$ cat src/rtl/iiitb_brg.sv
// Baud-rate clock generator: divides clk by one of four selectable
// half-periods into a 50% duty square wave for UART bit timing.
module iiitb_brg #(
  parameter int CNT_W = 16,
  parameter int HALF0 = 5208,
  parameter int HALF1 = 2604,
  parameter int HALF2 = 1302,
  parameter int HALF3 = 651
) (
  input  logic       clk,
  input  logic       reset,
  input  logic [1:0] sel,
  output logic       clkout
);

  // Terminal counts are H-1 so that H = 2^CNT_W still fits the counter.
  localparam logic [CNT_W-1:0] TERM0 = CNT_W'(HALF0 - 1);
  localparam logic [CNT_W-1:0] TERM1 = CNT_W'(HALF1 - 1);
  localparam logic [CNT_W-1:0] TERM2 = CNT_W'(HALF2 - 1);
  localparam logic [CNT_W-1:0] TERM3 = CNT_W'(HALF3 - 1);

  logic [CNT_W-1:0] cnt;
  logic [CNT_W-1:0] term;

  always_comb begin
    term = TERM0;
    unique case (sel)
      2'd0: term = TERM0;
      2'd1: term = TERM1;
      2'd2: term = TERM2;
      2'd3: term = TERM3;
    endcase
  end

  // >= lets a shrink to a shorter ratio end the current half at once.
  always_ff @(posedge clk) begin
    if (reset) begin
      cnt    <= '0;
      clkout <= 1'b0;
    end else if (cnt >= term) begin
      cnt    <= '0;
      clkout <= ~clkout;
    end else begin
      cnt    <= cnt + 1'b1;
    end
  end

endmodule

$ cat config.mk
export PLATFORM = sky130hd
export DESIGN_NAME = iiitb_brg
export DESIGN_NICKNAME = d
export VERILOG_FILES = /design/src/rtl/iiitb_brg.sv
export SDC_FILE = /design/constraint.sdc
export NUM_CORES = 1
export LEC_CHECK = 0
export CORE_ASPECT_RATIO = 0.9
export CORE_MARGIN = 4
export CORE_UTILIZATION = 29
export DETAILED_ROUTE_END_ITERATION = 10
export GPL_ROUTABILITY_DRIVEN = 0
export PLACE_DENSITY_LB_ADDON = 0.12
export SLEW_MARGIN = 25
export SYNTH_ARGS = -nofsm -noshare
export SYNTH_HDL_FRONTEND = slang
export SYNTH_SLANG_ARGS = --single-unit
$ cat constraint.sdc
create_clock -name clk -period 6.55 [get_ports clk]
set_input_delay 0.655 -clock clk [delete_from_list [all_inputs] [get_ports clk]]
set_output_delay 0.655 -clock clk [all_outputs]
set_load 0.05 [all_outputs]
# Word level (Yosys, flattened, before mapping)

Cells that the tools add are included.

Bits in registers: 17
Input port bits: 4
Output and inout port bits: 1
Word-level logic and storage cells: 11

Add/subtract/negate cells: 1
Magnitude comparators: 1
Equal/unequal tests: 3
Muxes and demuxes: 1
Bitwise logic cells: 1
Reductions and logical operators: 2

Operators by type and width:

| cell                                          | count |
|---|---|
| case mux 16 bit (4 select lines)              | 1 |
| adder 16 x 1 -> 16 bit, second input constant | 1 |
| greater-or-equal comparator 16 bit            | 1 |
| == test 2 bit, second input constant          | 2 |
| == test 2 x 1 -> 1 bit, second input constant | 1 |
| logical NOT 2 bit                             | 1 |
| OR reduction 2 bit                            | 1 |
| NOT 1 bit                                     | 1 |

# Longest topological paths before layout

Gate-level depths: netlist (run 1).

Word-level depth: 4
Depth in mapped cells: 11
Gate-level depth less buffers: 10

# Worst setup path before layout (run 1)

Ideal clock, no wire load.

Kind: input to register
Start: in sel[0]
End: reg cnt[2]
Data arrival time: 2.557 ns
Required time: 6.488 ns
Path slack: 3.931 ns
Cell stages on the path: 9
Path buffers: 1
Cell sequence: or2b_1 -> ha_1 -> a21o_1 -> maj3_1 -> a21oi_1 -> o22ai_1 -> or3_1 -> buf_6 -> nor2_2

Longest elaborated chain between the ends: 4

Ends and longest elaborated chain:

| what                                  | RTL line | source |
|---|---|---|
| start, declared                       | 12       | `input logic [1:0] sel,` |
| == test 2 bit (tied with other cells) | 27       | `unique case (sel)` |
| case mux 16 bit (4 select lines) *    | 27       |  |
| greater-or-equal comparator 16 bit *  | 40       | `end else if (cnt >= term) begin` |
| OR reduction 2 bit (no line) *        | n/a      |  |
| end signal, assigned                  | 44       | `cnt <= cnt + 1'b1;` |
| end, declared                         | 22       | `logic [CNT_W-1:0] cnt;` |

Every way passes the cells marked *; elsewhere a longest branch is shown, timed or not. The select of a mux whose other input is x is not followed.
A chain may end at the register's enable or synchronous reset.

# Worst setup path after layout (run 1)

Start: in sel[0]
End: reg cnt[0]

The elaborated chain is that of the path after synthesis.

==> flow_summary.toml, run 1 <==
[placement]
dpl.hpwl_mm = 1.50
placed_cell_area_mm2 = 0.00106
io_buffer_count = 4

[layout]
nets = 132
seq_area_um2 = 340
multi_input_area_um2 = 613
drive_above_1_share_pct = 13.7
fillers = 336
design_area_mm2 = 0.00111
area_delta_synth_final_pct = 12.8
num_antenna_cells = 0

[sta]
setup_tns_ns = 0
fmax_mhz = 298
finalCriticalPeriod_ns = 3.36
fin_crit_sh_pct = 51.3
slew_violations = 0
worst_slew_pin_slew_ns = 0.552
skew_ns = 0.000961
finalHoldViolations = 0
whs_ns = 0.536
relSlewSlack_pct = 63.2
setup_viol = 0
rsz0062_at_grt = "false"

[critical_path]
critPathLaunchType = "primary input"
ff2ff_path_depth = 7
end_kind = "register"
cp.arrival_ns = 3.54
cp.required_ns = 6.74
worstSetupPathType = "in -> reg"
path_max_fanout = 10

[clock_network]
cts_resized = 0
cts_buffers = 3
path_clk_slew_ns = 0.06
root_buffer = "clkbuf_8"
cts_sinks = 17
cts_tree = "yes"
clk_path_buf_depth = 2
cts_setup_buffers = 0
htree_levels = 1
clock_latency_ns = 0.25
hold_buffers = 0

[floorplanning]
row_count = 19
die_h_um = 63.3
pin_count = 5
dieArea_mm2 = 0.00439
core_area_mm2 = 0.00316
die_width_um = 69.4
start_util_pct = 31.1

[pwr]
p_total_mw = 0.203
power.leakage_nw = 0.436
ir_worst_vdd_v = 0.0000947
power_density_mw_per_mm2 = 182

[drt]
drt_iter0_drc = 40
vias = 756
drc = 0
first_pass_iters = 4
detail-route-antenna-nets = 0
post_drt_via_cell_ratio = 4.75
post_drt_wl_per_cell_um = 12.6
routed_wl_mm = 2.00

[synthesis]
synth_edf_count = 0
synth_cells = 110
synth-async-reset-ratio_pct = 0
ys_ff_latch = 17
synth_warnings = 0
synthDistinctLibCells = 31
avgSynthCellArea_um2 = 8.95
syn_area_um2 = 985
ys_seq_area_share_pct = 34.6
dominantRegCellSynth = "dfxtp_1"

[grt]
antenna_found_initial = 0
grt_pass1_vias = 686
met3_usage_pct = 2.23
grt_max_degree = 11
use_met1_pct = 14.7
grt-busiest-layer = "met1"
grt_pass1_wl_mm = 3.37
use_met2_pct = 13.1
grt_overflow_total = 0
track_usage_pct = 10.1

[flow_run]
max-cap-violations = 0

[run_status]
status = "finished clean"

[hold_path]
hold_class = "reg -> reg"
worst_hold_path.num_cells = 1
worst paths after layout:
check | from | endpoint | slack, ns
hold reg to reg | cnt[0] | cnt[0] | 0.54
setup / recovery | sel[0] | cnt[0] | 3.19
setup reg to reg | cnt[5] | cnt[0] | 4.13
hold / removal | cnt[0] | cnt[0] | 0.54
per-stage QoR:
stage / util (%) / cells / setup slack [ns]
global route: 35.1 / 159 / 3.03
floorplan: - / 111 / 3.93
global placement: 33.7 / 155 / 2.95
CTS: 35.1 / 159 / 3.17
detailed placement: 33.7 / 155 / 2.91
finish: 35.1 / 159 / 3.19
synthesized netlist by cell type (all sizes together) (4+ instances only):
library cell	instances	share of area [%]
ha	10	13
nor3	4	2.0
inv	5	1.9
dfxtp	17	35
and3	5	3.2
nor4	4	2.5
xor2	10	8.9
nand3	7	3.6
nand2	7	2.7
nor2	13	7.5
registers in the layout (all words and copies together) (netlist names):
register	count
cnt	16
clkout	1
critical path, stage by stage:
cell and delay [ns]:
clkdlybuf4s50_1 0.63, or2b_1 0.28, ha_1 0.29, a21o_1 0.18, maj3_1 0.32, a21oi_1 0.17, o22ai_1 0.20, or3_1 0.64
nor2_2 0.17
layout by cell type (no fill, tap or decap), types with 2 or more instances in the layout:
master,n
inv_1,5
a21o_1,2
clkdlybuf4s50_1,4
or3_1,2
o21ai_1,2
dfxtp_1,17
nor4_1,4
nand2b_1,2
o2bb2ai_1,2
nor2_1,3
xnor2_1,2
nand2_1,7
or2b_1,2
conb_1,2
clkbuf_8,3
ha_1,10
and3_1,5
a21oi_1,2
xor2_1,10
nor2_2,10
nand3_1,7
nor3_1,4
kinds of logic (layout without fill, tap and decap cells):
family	Yosys count	in the layout	synth area share, %
AOI/OAI and AO/OA	12	12	8.13
xor gates and xnor gates	12	12	10.7
adders and majority gates	12	12	14.9
buffers and inverters	7	13	3.56
DFF	17	17	34.6
other	1	2	0.381
and+or+nand+nor	49	49	27.8
layout make-up:
cell class / count / share of cell area [%]
Inverter: 5 / 1.69
Timing Repair Buffer: 4 / 3.60
Tap cell: 42 / 4.73
Multi-Input combinational cell: 87 / 55.2
Clock buffer: 3 / 3.72
Sequential cell: 17 / 30.6
Clock inverter: 1 / 0.450
layer usage:
layer  up-vias  routed length [µm]
met3         4                  46
li1        396                   -
met5         -                   0
met1       349                1130
met2         7                 777
met4         0                  42
where the power goes:
| part | internal, mW | switching [mW] | leakage (nW) | total [mW] |
|---|---|---|---|---|
| registers | 0.105 | 0.00132 | 0.138 | 0.106 |
| clock network | 0.0422 | 0.0361 | 0.0255 | 0.0783 |
| logic | 0.00779 | 0.0104 | 0.272 | 0.0182 |
| total | 0.155 | 0.0477 | 0.436 | 0.203 |
Power figures use the tool's default switching activity.
==> run 2: changes to the inputs <==
clock period = 2.9 ns   (was 6.55 ns; I/O delays follow)
==> run 2 against run 1 <==
Effect of this change: sequential power up 130%; combinational power rose to 2.5 times the previous value; clock-buffer cell count unchanged; highest routed layer unchanged; worst hold slack worse by 0.014 ns; largest power group unchanged; setup slack worse by 2.9 ns; cell count up 3.1%; critical path depth up 1.
==> flow_summary.toml, run 2 (same netlist as run 1, synthesis figures left out) <==
[sta]
skew_ns = 0.00126
rsz0062_at_grt = "false"
finalHoldViolations = 0
slew_violations = 0
fin_crit_sh_pct = 88.7
setup_viol = 0
worst_slack_ns = 0.327
fmax_mhz = 389
whs_ns = 0.522
finalCriticalPeriod_ns = 2.57
setup_tns_ns = 0

[critical_path]
r2r_slack_ns = 0.74
cp.arrival_ns = 2.77
critPathLaunchType = "primary input"
cp.required_ns = 3.10
path_max_fanout = 10
end_kind = "register"
worstSetupPathType = "in -> reg"

[clock_network]
clk_path_buf_depth = 2
cts_setup_buffers = 0
htree_levels = 1
hold_buffers = 0
cts_buffers = 3
cts_tree = "yes"
cts_sinks = 17
path_clk_slew_ns = 0.07
root_buffer = "clkbuf_8"
cts_resized = 0
clock_latency_ns = 0.25

[placement]
dpl.hpwl_mm = 1.56
placed_cell_area_mm2 = 0.00110
io_buffer_count = 4
pre_cts_ws_ns = 0.0981

[floorplanning]
pin_count = 5
core_area_mm2 = 0.00316
start_util_pct = 31.1
die_h_um = 63.3
dieArea_mm2 = 0.00439
row_count = 19
die_width_um = 69.4

[layout]
mostFrequentLayoutCells = "17 x dfxtp_1, 10 x xor2_1, 10 x nor2_2, 10 x ha_1"
top_regs = "cnt: 16 flops, clkout: 1 flops"
drive_above_1_share_pct = 17.2
final_common_cell = "dfxtp_1"
num_antenna_cells = 0
post-route-util_pct = 36.3
area_delta_synth_final_pct = 16.6
design_area_mm2 = 0.00115
largest_reg_flops = 16
largest_register = "cnt"
fillers = 328
nets = 137

[drt]
drc = 0
post_drt_wl_per_cell_um = 12.0
post_drt_via_cell_ratio = 4.59
routed_wl_mm = 1.96
vias = 753
first_pass_iters = 4
drt_iter0_drc = 19
detail-route-antenna-nets = 0

[flow_run]
max-cap-violations = 0

[grt]
antenna_found_initial = 0
track_usage_pct = 10.2
grt_pass1_wl_mm = 3.57
grt_overflow_total = 0
grt_max_degree = 11
grt_pass1_vias = 749

[pwr]
power.leakage_nw = 0.460
power_density_mw_per_mm2 = 401
ir_worst_vdd_v = 0.000340

[run_status]
status = "finished clean"

[hold_path]
hold_class = "reg -> reg"
==> run 2: worst max-delay path: stages <==
cell             delay [ns]
clkdlybuf4s50_1        0.48
or2b_1                 0.27
ha_1                   0.29
a21o_1                 0.18
maj3_1                 0.32
a21oi_1                0.16
o22ai_1                0.11
or3_1                  0.36
buf_4                  0.20
nor2_2                 0.11
==> run 2: stage by stage <==
stage / instances / total power [mW]
after CTS: 164 / 0.466
after global routing: 164 / 0.484
after floorplan: 111 / 0.273
after detailed placement: 160 / 0.290
after global placement: 160 / 0.290
final: 164 / 0.461
==> run 2: layout make-up <==
cell class	instances	area, µm²	area share (%)
clock buffers	3	41.3	3.59
clock inverters	1	5.00	0.436
inverters	5	18.8	1.63
multi-input cells	87	613	53.4
flip-flops and latches	17	340	29.6
well taps	42	52.6	4.58
repair buffers	9	77.6	6.75
==> run 2: worst paths after layout <==
check / endpoint / start / depth (start not counted)
worst min register to register: cnt[0] / cnt[0] / 1
worst min-delay path: cnt[0] / cnt[0] / 1
worst max-delay path: cnt[9] / sel[0] / 10
worst max register to register: cnt[9] / cnt[5] / 8
==> run 2: power by group <==
group / switching [mW] / internal (mW)
Combinational: 0.0246 / 0.0209
Clock: 0.0805 / 0.0953
Sequential: 0.00280 / 0.237
==> run 2: metal layers <==
metal  share of wire [%]  vias to the layer above  routed length, µm  track usage [%]
li1                    -                      408                  -                -
met5                   0                        -                  0                0
met4                 1.7                        0                 33             4.39
met1                  54                      331               1070             16.0
met3                 4.2                        5                 82             2.07
met2                  40                        9                779             13.0
